File: config.mk
export PLATFORM = sky130hd
export DESIGN_NAME = mult_product_combine
export DESIGN_NICKNAME = d
export VERILOG_FILES = /design/src/rtl/mult_product_combine.sv
export SDC_FILE = /design/constraint.sdc
export NUM_CORES = 1
export LEC_CHECK = 0
export BUFFER_PORTS_ARGS = -buffer_cell sky130_fd_sc_hd__buf_2
export CELL_PAD_IN_SITES_DETAIL_PLACEMENT = 2
export CELL_PAD_IN_SITES_GLOBAL_PLACEMENT = 2
export CORE_MARGIN = 2
export CORE_UTILIZATION = 35
export CTS_CLUSTER_SIZE = 24
export DETAILED_ROUTE_END_ITERATION = 16
export PLACE_DENSITY = 0.87
export SYNTH_ARGS = -nofsm -noshare
export SYNTH_HDL_FRONTEND = slang
export SYNTH_SLANG_ARGS = --single-unit
export TNS_END_PERCENT = 5
File: constraint.sdc
create_clock -name clk -period 6.87 [get_ports clk]
set_input_delay 0.687 -clock clk [delete_from_list [all_inputs] [get_ports clk]]
set_output_delay 0.687 -clock clk [all_outputs]
set_load 0.01 [all_outputs]
File: src/rtl/mult_product_combine.sv
// mult_product_combine: reassembles eight 18x18 signed partial products into packed
// 8/16/32-bit element products and returns the low or high half of each, two stages deep.
module mult_product_combine #(
  parameter int DATA_WIDTH = 64,
  parameter int PROD_WIDTH = 36,
  parameter int SEW_WIDTH  = 2
) (
  input  logic                    clk,
  input  logic                    rst,
  input  logic                    in_valid,
  input  logic [8*PROD_WIDTH-1:0] in_prod,
  input  logic [SEW_WIDTH-1:0]    in_sew,
  input  logic                    in_hi,
  output logic                    out_valid,
  output logic [DATA_WIDTH-1:0]   out_data,
  output logic [SEW_WIDTH-1:0]    out_sew,
  output logic                    out_err
);

  localparam int NUM_PROD = 8;
  localparam int NUM_HALF = 4;
  localparam int NUM_WORD = 2;
  localparam int PER_WORD = 4;
  localparam int BYTE_W   = 8;
  localparam int HALF_W   = 16;
  localparam int WORD_W   = 32;

  localparam logic [SEW_WIDTH-1:0] SEW_E8  = 2'd0;
  localparam logic [SEW_WIDTH-1:0] SEW_E16 = 2'd1;
  localparam logic [SEW_WIDTH-1:0] SEW_E32 = 2'd2;

  function automatic logic [63:0] sext36(input logic [35:0] v);
    return {{28{v[35]}}, v};
  endfunction

  function automatic logic [63:0] sext37(input logic [36:0] v);
    return {{27{v[36]}}, v};
  endfunction

  logic [PROD_WIDTH-1:0]                prod_s [NUM_PROD];

  logic                                 v1_s;
  logic [SEW_WIDTH-1:0]                 sew1_s;
  logic                                 hi1_s;
  logic [NUM_WORD-1:0][PROD_WIDTH-1:0]  q0_s;
  logic [NUM_WORD-1:0][PROD_WIDTH-1:0]  q3_s;
  logic [NUM_WORD-1:0][PROD_WIDTH:0]    cross_s;
  logic [DATA_WIDTH-1:0]                lo_s;
  logic [DATA_WIDTH-1:0]                hi_s;

  logic                                 v1_r;
  logic [SEW_WIDTH-1:0]                 sew1_r;
  logic                                 hi1_r;
  logic [NUM_WORD-1:0][PROD_WIDTH-1:0]  q0_r;
  logic [NUM_WORD-1:0][PROD_WIDTH-1:0]  q3_r;
  logic [NUM_WORD-1:0][PROD_WIDTH:0]    cross_r;
  logic [DATA_WIDTH-1:0]                lo_r;
  logic [DATA_WIDTH-1:0]                hi_r;

  logic [NUM_WORD-1:0][63:0]            full_s;
  logic [DATA_WIDTH-1:0]                data2_s;
  logic [SEW_WIDTH-1:0]                 sew2_s;
  logic                                 err2_s;

  // Split the flat input bus into the eight signed partial products.
  always_comb begin
    for (int k = 0; k < NUM_PROD; k++) begin
      prod_s[k] = in_prod[PROD_WIDTH*k +: PROD_WIDTH];
    end
  end

  // Stage-1 next values: cross sums, corner products and the low/high slices; bubbles load zeros.
  always_comb begin
    v1_s    = 1'b0;
    sew1_s  = '0;
    hi1_s   = 1'b0;
    q0_s    = '0;
    q3_s    = '0;
    cross_s = '0;
    lo_s    = '0;
    hi_s    = '0;
    if (in_valid) begin
      v1_s   = 1'b1;
      sew1_s = in_sew;
      hi1_s  = in_hi;
      for (int e = 0; e < NUM_WORD; e++) begin
        q0_s[e]    = prod_s[PER_WORD*e];
        q3_s[e]    = prod_s[PER_WORD*e + 3];
        cross_s[e] = {prod_s[PER_WORD*e + 1][PROD_WIDTH-1], prod_s[PER_WORD*e + 1]}
                   + {prod_s[PER_WORD*e + 2][PROD_WIDTH-1], prod_s[PER_WORD*e + 2]};
      end
      case (in_sew)
        SEW_E8: begin
          for (int k = 0; k < NUM_PROD; k++) begin
            lo_s[BYTE_W*k +: BYTE_W] = prod_s[k][7:0];
            hi_s[BYTE_W*k +: BYTE_W] = prod_s[k][15:8];
          end
        end
        SEW_E16: begin
          for (int k = 0; k < NUM_HALF; k++) begin
            lo_s[HALF_W*k +: HALF_W] = prod_s[k][15:0];
            hi_s[HALF_W*k +: HALF_W] = prod_s[k][31:16];
          end
        end
        default: begin
          lo_s = '0;
          hi_s = '0;
        end
      endcase
    end else begin
      v1_s    = 1'b0;
      sew1_s  = '0;
      hi1_s   = 1'b0;
    end
  end

  // Stage-1 pipeline register.
  always_ff @(posedge clk) begin
    if (rst) begin
      v1_r    <= 1'b0;
      sew1_r  <= '0;
      hi1_r   <= 1'b0;
      q0_r    <= '0;
      q3_r    <= '0;
      cross_r <= '0;
      lo_r    <= '0;
      hi_r    <= '0;
    end else begin
      v1_r    <= v1_s;
      sew1_r  <= sew1_s;
      hi1_r   <= hi1_s;
      q0_r    <= q0_s;
      q3_r    <= q3_s;
      cross_r <= cross_s;
      lo_r    <= lo_s;
      hi_r    <= hi_s;
    end
  end

  // Stage-2 next values: 64-bit shift-add per 32-bit element, half selection and packing.
  always_comb begin
    for (int e = 0; e < NUM_WORD; e++) begin
      full_s[e] = sext36(q0_r[e])
                + (sext37(cross_r[e]) << 6'd16)
                + (sext36(q3_r[e]) << 6'd32);
    end
    data2_s = '0;
    sew2_s  = '0;
    err2_s  = 1'b0;
    if (v1_r) begin
      sew2_s = sew1_r;
      case (sew1_r)
        SEW_E8, SEW_E16: begin
          data2_s = hi1_r ? hi_r : lo_r;
        end
        SEW_E32: begin
          for (int e = 0; e < NUM_WORD; e++) begin
            data2_s[WORD_W*e +: WORD_W] = hi1_r ? full_s[e][63:32] : full_s[e][31:0];
          end
        end
        default: begin
          err2_s = 1'b1;
        end
      endcase
    end else begin
      data2_s = '0;
      sew2_s  = '0;
      err2_s  = 1'b0;
    end
  end

  // Stage-2 output register.
  always_ff @(posedge clk) begin
    if (rst) begin
      out_valid <= 1'b0;
      out_data  <= '0;
      out_sew   <= '0;
      out_err   <= 1'b0;
    end else begin
      out_valid <= v1_r;
      out_data  <= data2_s;
      out_sew   <= sew2_s;
      out_err   <= err2_s;
    end
  end

endmodule

## Yosys cells after proc, flatten, opt, wreduce, memory -nomap -nowiden

Index checks and enable logic that the tools add are counted.

| storage, ports and cells | value |
|---|---|
| word-level logic and storage cells | 40 |
| output and inout port bits | 68 |
| input port bits | 294 |
| register bits after elaboration | 410 |

| cells by class | value |
|---|---|
| reduce and logical (&&, ||, !) cells | 6 |
| $add $sub $neg | 6 |
| muxes and demuxes | 8 |
| bitwise gates (word level) | 2 |
| equal/unequal tests | 3 |

Operators by type and width:

| operator | count |
|---|---|
| $pmux W64 S2 | 3 |
| $add A64 B64 Y64 | 2 |
| $add A36 B53 Y54 | 2 |
| $add A36 B36 Y37 | 2 |
| $mux W32 | 2 |
| $mux W64 | 1 |
| $reduce_or A2 Y1 | 3 |
| $eq A2 B1 Y1 const B | 2 |
| $logic_not A2 Y1 | 2 |
| $reduce_or A3 Y1 | 1 |
| $eq A2 B2 Y1 const B | 1 |
| $mux W1 | 2 |
| $not A1 Y1 | 2 |

## Logic depth before layout (Yosys ltp)

Gate-level depths: netlist of run 1.

| depth | value |
|---|---|
| word-level depth | 4 |
| gate-level depth with buffers | 26 |
| depth with buffers taken out | 26 |

## Least setup slack after synthesis of run 1

No wires, ideal clock.

| timing path | value |
|---|---|
| path kind | reg2reg |
| start | reg q0_r[68] (netlist name) |
| end | reg out_data[63] |
| required time | 6.779 ns |
| library setup time | 0.091 ns |
| arrival | 5.152 ns |
| cell stages (with the launch flop) | 25 |
| setup slack | 1.627 ns |
| path buffers | 1 |
| period minus slack after synthesis | 5.243 ns |
| cell sequence | dfxtp_1 -> ha_1 -> a21o_1 -> a21o_1 -> a21o_1 -> a221o_1 -> a211oi_1 -> o31ai_2 -> a31oi_4 -> o21ai_1 -> a21oi_1 -> nor3_1 -> a311o_1 -> ha_1 -> clkbuf_1 -> a21o_1 -> a2111oi_0 -> o21ai_1 -> a31oi_1 -> o21ai_1 -> a41oi_1 -> a21oi_1 -> o22ai_1 -> xor3_1 -> a311oi_1 |

| on the way | value |
|---|---|
| longest elaborated chain between the ends | 4 |

Ends and longest elaborated chain:

| element | RTL line | text |
|---|---|---|
| from (decl) | 54 | `logic [NUM_WORD-1:0][PROD_WIDTH-1:0] q0_r;` |
| from (signal assigned) | 132 | `q0_r <= q0_s;` |
| $add A36 B53 Y54 | 144 | `+ (sext37(cross_r[e]) << 6'd16)` |
| $add A64 B64 Y64 | 145 | `+ (sext36(q3_r[e]) << 6'd32);` |
| $mux W32 | 158 | `data2_s[WORD_W*e +: WORD_W] = hi1_r ? full_s[e][63:32] : full_s[e][31:0];` |
| $pmux W64 S2 | 152 | `case (sew1_r)` |
| to (signal assigned) | 181 | `out_data <= data2_s;` |
| to (decl) | 15 | `output logic [DATA_WIDTH-1:0] out_data,` |

Every way passes these cells.
A chain may end at the register's enable or synchronous reset.

## Final worst setup path of run 1

| timing path | value |
|---|---|
| start | reg cross_r[0] (netlist name) |
| end | reg out_data[29] |

| on the way | value |
|---|---|
| longest elaborated chain between the ends | 4 |

Ends and longest elaborated chain:

| element | RTL line | text |
|---|---|---|
| from (decl) | 56 | `logic [NUM_WORD-1:0][PROD_WIDTH:0] cross_r;` |
| from (signal assigned) | 134 | `cross_r <= cross_s;` |
| $add A36 B53 Y54 | 144 |  |
| $add A64 B64 Y64 | 145 |  |
| $mux W32 | 158 |  |
| $pmux W64 S2 | 152 |  |

Every way passes these cells.

==> results of run 1 <==
==> layout by cell type, fill, tap and decap left out, types with 37 or more instances in the layout <==
cell	instances
nor3_1	58
nor2_1	340
o21ai_0	71
a21oi_1	208
inv_1	66
nand2_1	116
clkbuf_16	50
and2_1	149
nand3_1	48
xnor2_1	89
buf_2	352
nor2b_1	37
dfxtp_1	408
a21o_1	96
ha_1	214
mux2i_1	171
xor2_1	57
==> area by class of cell <==
type	count	area [sq um]	share of cell area, %
sequential	410	8213	29.46
timing repair buffer	376	1958	7.024
antenna	1	2.502	0.008976
clock inverter	25	255.2	0.9155
tap	873	1092	3.918
clock buffer	66	1411	5.062
inverter	69	261.5	0.9380
multi-input combinational	2105	14690	52.67
==> layer usage <==
layer	vias to the layer above	part of all wire [%]	GRT usage [%]
li1	10238	-	-
met1	11417	43	39.53
met2	659	47	52.11
met3	200	5.4	4.275
met4	6	4.1	12.23
met5	-	0.035	0
==> flip-flops by register name (all words and copies together), names as in the netlist <==
register	flops
cross_r	74
hi1_r	1
hi_r	64
lo_r	64
out_data	64
out_err	1
out_sew	2
out_valid	1
q0_r	72
q3_r	64
sew1_r	2
v1_r	1
==> timing repair <==
action	CTS	global route
gates resized for setup	0	2
endpoints found under the hold margin	0	0
endpoints found under the setup margin	0	1
==> final timing paths <==
check,start,to
worst max-delay path,cross_r[0],out_data[29]
worst max register to register,cross_r[0],out_data[29]
worst min-delay path,in_prod[165],q0_r[57]
worst min register to register,hi_r[21],out_data[21]
==> power groups by stage <==
stage	Clock (mW)	Combinational, mW	Sequential (mW)
6_report	2.72	1.45	2.52
3_3_place_gp	0	1.34	2.57
2_1_floorplan	0	0.856	2.55
3_5_place_dp	0	1.40	2.57
5_1_grt	2.85	1.54	2.52
4_1_cts	2.76	1.42	2.52
==> critical path, stage by stage, from the launching register on <==
cell	delay, ns
dfxtp_1	0.34
ha_1	0.22
inv_1	0.08
fa_1	0.39
nor2b_1	0.18
o21a_1	0.16
o21ai_1	0.11
a21oi_1	0.37
o2111ai_1	0.30
a211oi_1	0.46
or2_1	0.19
o41a_1	0.22
a21o_1	0.15
a21oi_1	0.08
xnor2_1	0.44
ha_1	0.24
nand2_1	0.07
o21ai_0	0.26
nor2_1	0.10
a21oi_1	0.20
nand3_1	0.16
nor2_1	0.22
o21ai_1	0.14
o21ai_1	0.23
xor2_1	0.43
a21oi_1	0.14
o22ai_1	0.36
==> metrics by stage <==
step | util, % | power, mW
final | 41.66 | 6.690
after global routing | 41.66 | 6.921
after CTS | 41.65 | 6.701
after detailed placement | 39.16 | 3.972
after global placement | 39.16 | 3.907
after floorplan | - | 3.406
==> cells by family (layout without fill, tap and decap cells) <==
family,after synthesis,count (layout),share of synthesized area (%)
xor+xnor,147,147,5.536
simple gates,871,871,17.90
mux,179,179,7.658
buf+inv,175,536,2.792
other cells,0,1,0
fa+ha+maj,220,220,11.89
compound gates,688,688,19.34
flops,410,410,34.88
==> flow_summary.ini, run 1 <==
[status]
status = finished, final reports clean

[floorplanning]
die_w_um = 263.3
num_io_pins = 362
row_count = 95
die_h_um = 263.3
initial_core_util_pct = 35.16
die_area_sq_um = 69320
core_sq_um = 66920

[drt]
vias = 22520
avgViaCountPerCell = 5.738
drc = 0
dr.pass1.iters = 5
ant_nets = 0
wirelength_um = 109600
avgRoutedWirePerCell_um = 27.91
drtIter0Drc = 1474

[place]
hpwl_um = 85800
placed_cells = 3833
placed_area_sq_um = 26210
port_buffers = 353
place_ws_ns = 0.5066
place_congestion = 0.9143

[global_routing]
grt_pass1_vias = 24803
grt.total_usage_pct = 30.80
grt_start_max_net_pins = 71
grt_overflow = 0
grt_pass1_wl_um = 161200
antenna_found_initial = 13

[power_and_ir_drop]
p_comb_share_pct = 21.6
p_clk_share_pct = 40.7
p_per_area_nw_per_um2 = 240.0
share_seq_of_total_power_pct = 37.7
p_int_mw = 4.562
swShare_pct = 31.80
ir_worst_vdd_uv = 156.3
power_leakage_nw = 12.94
p_sw_mw = 2.127

[yosys]
synth_cells = 2690
synth_top_area_share_pct = 34.88
synth_most_common_cell = dfxtp_1
synth_edf_count = 0
yosysSeqAreaShare_pct = 34.88
ys_top_cells_by_area = dfxtp_1 35%, ha_1 11%, mux2i_1 7.3%
yosysWarnings = 0
ys_top_cells_by_count = 410 x dfxtp_1, 341 x nor2_1, 214 x ha_1, 209 x a21oi_1, 171 x mux2i_1
avgSynthCellArea_sq_um = 8.747
syn_area_sq_um = 23530
synth.distinct_cells = 83
yosysTopAreaCell = dfxtp_1
synth_flop_cell = dfxtp_1
synth_nets = 3204
async_flop_share_pct = 0
synth-seq-cells = 410

[layout]
fin_cells = 3925
layout-drive-gt1-share_pct = 16.55
fin_nets = 3525
fill_cells = 7321
areaGrowthSynthToFinish_pct = 18.49
finalInstanceArea_sq_um = 27880

[worst_setup_path]
cp_max_fo = 3
startpoint_type = flip-flop
rrSetupSlack_ns = 0.48
cp-end-kind = flip-flop
critPathKind = reg -> reg
cp_data_arrival_time_ns = 6.88
required_ns = 7.36
reg2reg_depth = 26

[clocking]
clk_pin_slew_ns = 0.06
cts_root_buf = clkbuf_16
h-tree-depth = 2
clockBufferDepth = 3
clock_sinks = 410
clock_latency_ns = 0.62
cts_hold_buf = 0
postCtsSetupRepairBufs = 0
cts_buffers = 49
cts_tree = yes

[worst_hold_path]
worstHoldPathCells = 2
hp-class = in -> reg

[timing]
fin_tns_setup_ns = 0
fin_skew_ns = 0.02266
finalSetupViolCount = 0
finalCritPeriodShare_pct = 93.03
timing.hold.ws_ns = 0.2741
worst_pin_slew_ns = 1.130
grt_setup_unrepaired = no
post-route-min-period_ns = 6.391
setup_ws_ns = 0.4786
max_freq_ghz = 0.1565
relSlewSlack_pct = 24.00
finalHoldViolCount = 0
slew_violations = 0

[run]
max_cap_violations = 0
Power figures use the tool's default switching activity.
==> inputs of run 2 (changes only) <==
- BUFFER_PORTS_ARGS: -buffer_cell sky130_fd_sc_hd__buf_2 -> -buffer_cell sky130_fd_sc_hd__buf_4
==> flow_summary.ini, run 2 (synthesized netlist as in run 1, its figures left out) <==
[layout]
fill_cells = 7269
register_area_sq_um = 8212
finalInstanceArea_sq_um = 28920
areaGrowthSynthToFinish_pct = 22.92
largest-register = cross_r
utilization_pct = 43.22
layout_common_cells = 409 x dfxtp_1, 374 x buf_4, 340 x nor2_1
fin_nets = 3524
largest_register_ffs = 74
layout-drive-gt1-share_pct = 16.49
final_common_cell = dfxtp_1
multiInputGateArea_sq_um = 14690
reg_top3 = cross_r (74), q0_r (72)

[timing]
worst_pin_slew_ns = 1.121
max_freq_ghz = 0.1570
timing.hold.ws_ns = 0.2742
fin_skew_ns = 0.02714
fin_tns_setup_ns = 0
finalCritPeriodShare_pct = 92.71
relSlewSlack_pct = 25.02
finalHoldViolCount = 0
grt_setup_unrepaired = no
slew_violations = 0
post-route-min-period_ns = 6.369
finalSetupViolCount = 0

[worst_setup_path]
startpoint = q0_r[16]
worstReg2RegStart = q0_r[16]
crit_path_top_delay_cell = a211oi_1
reg2reg_depth = 26
critPathKind = reg -> reg
cp-end-kind = flip-flop
slowest_delay_ns = 0.49
startpoint_type = flip-flop
cp_data_arrival_time_ns = 6.82
required_ns = 7.32
cp_max_fo = 7
path_common_cell = a21oi_1

[clocking]
cts_tree = yes
cts_buffers = 49
clk_pin_slew_ns = 0.07
clock_latency_ns = 0.63
h-tree-depth = 2
clockBufferDepth = 3
cts_hold_buf = 0
ctsResizeCount = 0
cts_root_buf = clkbuf_16
postCtsSetupRepairBufs = 0
clock_sinks = 410

[floorplanning]
die_w_um = 263.3
num_io_pins = 362
core_sq_um = 66920
row_count = 95
initial_core_util_pct = 35.16
die_area_sq_um = 69320
die_h_um = 263.3

[power_and_ir_drop]
power_leakage_nw = 13.26
swShare_pct = 30.36
p_comb_share_pct = 21.3
share_seq_of_total_power_pct = 35.9
p_sw_mw = 2.135
ir_worst_vdd_uv = 157.6
p_clk_share_pct = 42.8
p_per_area_nw_per_um2 = 243.1
p_int_mw = 4.896

[place]
placed_area_sq_um = 27070
port_buffers = 353
hpwl_um = 86440
place_congestion = 0.9329

[drt]
avgViaCountPerCell = 5.658
drc = 0
dr.pass1.iters = 5
ant_nets = 0
drtIter0Drc = 1378
vias = 22201
wirelength_um = 109800
avgRoutedWirePerCell_um = 27.98

[global_routing]
grt_pass1_vias = 24237
grt.total_usage_pct = 30.85
grt_pass1_wl_um = 160600
grt_overflow = 0
antenna_found_initial = 6
grt_start_max_net_pins = 67

[worst_hold_path]
worstHoldPathCells = 2
hp-start = in_prod[29]
hp-class = in -> reg

[run]
max_cap_violations = 0

[status]
status = finished, final reports clean
==> run 2: changes by cell type in the layout (fill, tap and decap cells not counted), sizes merged <==
cell / previous run / this run
bufinv: 3 / 11
inv: 70 / 69
clkinv: 14 / 13
buf: 376 / 375
clkinvlp: 7 / 3
clkbuf: 66 / 64
==> run 2: path summary, 6_finish.rpt <==
kind	to	slack, ns
setup / recovery	out_data[28]	0.50
hold / removal	q0_r[29]	0.27
setup reg to reg	out_data[28]	0.50
hold reg to reg	out_data[21]	0.55
==> run 2: power groups by stage <==
stage | registers, mW | logic [mW] | clock network, mW
after floorplan | 2.55 | 0.856 | 0
after global placement | 2.57 | 1.40 | 0
after detailed placement | 2.57 | 1.46 | 0
after CTS | 2.52 | 1.48 | 3.04
after global routing | 2.53 | 1.60 | 3.13
final | 2.52 | 1.50 | 3.01
==> run 2: per-stage QoR <==
step           setup WS [ns]  instances  total power [mW]
6_report              0.5010       3924             7.031
2_1_floorplan          1.627       2690             3.406
3_3_place_gp          0.8531       3832             3.968
3_5_place_dp          0.6939       3832             4.029
5_1_grt               0.1389       3923             7.258
4_1_cts               0.6139       3923             7.043
==> run 2: final cells by class <==
class	instances	share of cell area (%)
Multi-Input combinational cell	2105	50.79
Sequential cell	410	28.39
Timing Repair Buffer	375	9.747
Clock buffer	64	4.824
Tap cell	873	3.777
Clock inverter	27	1.562
Inverter	69	0.9042
Antenna cell	1	0.008652
==> run 2: per-layer routing <==
metal	vias to the layer above	track usage, %	share of wire [%]
li1	10219	-	-
met1	11230	40.43	45
met2	595	52.87	47
met3	155	3.536	4.2
met4	2	9.792	3.3
met5	-	0	0.011
==> run 2: worst max-delay path, delay by kind of cell, from the launching register on <==
kind / cells / cell delay (ns)
flip-flops: 1 / 0.36
AO/OA/AOI/OAI: 19 / 4.28
adder cells (fa/ha/maj): 3 / 0.91
AND/OR/NAND/NOR: 1 / 0.19
XOR/XNOR: 2 / 0.39
buffers and inverters: 1 / 0.07
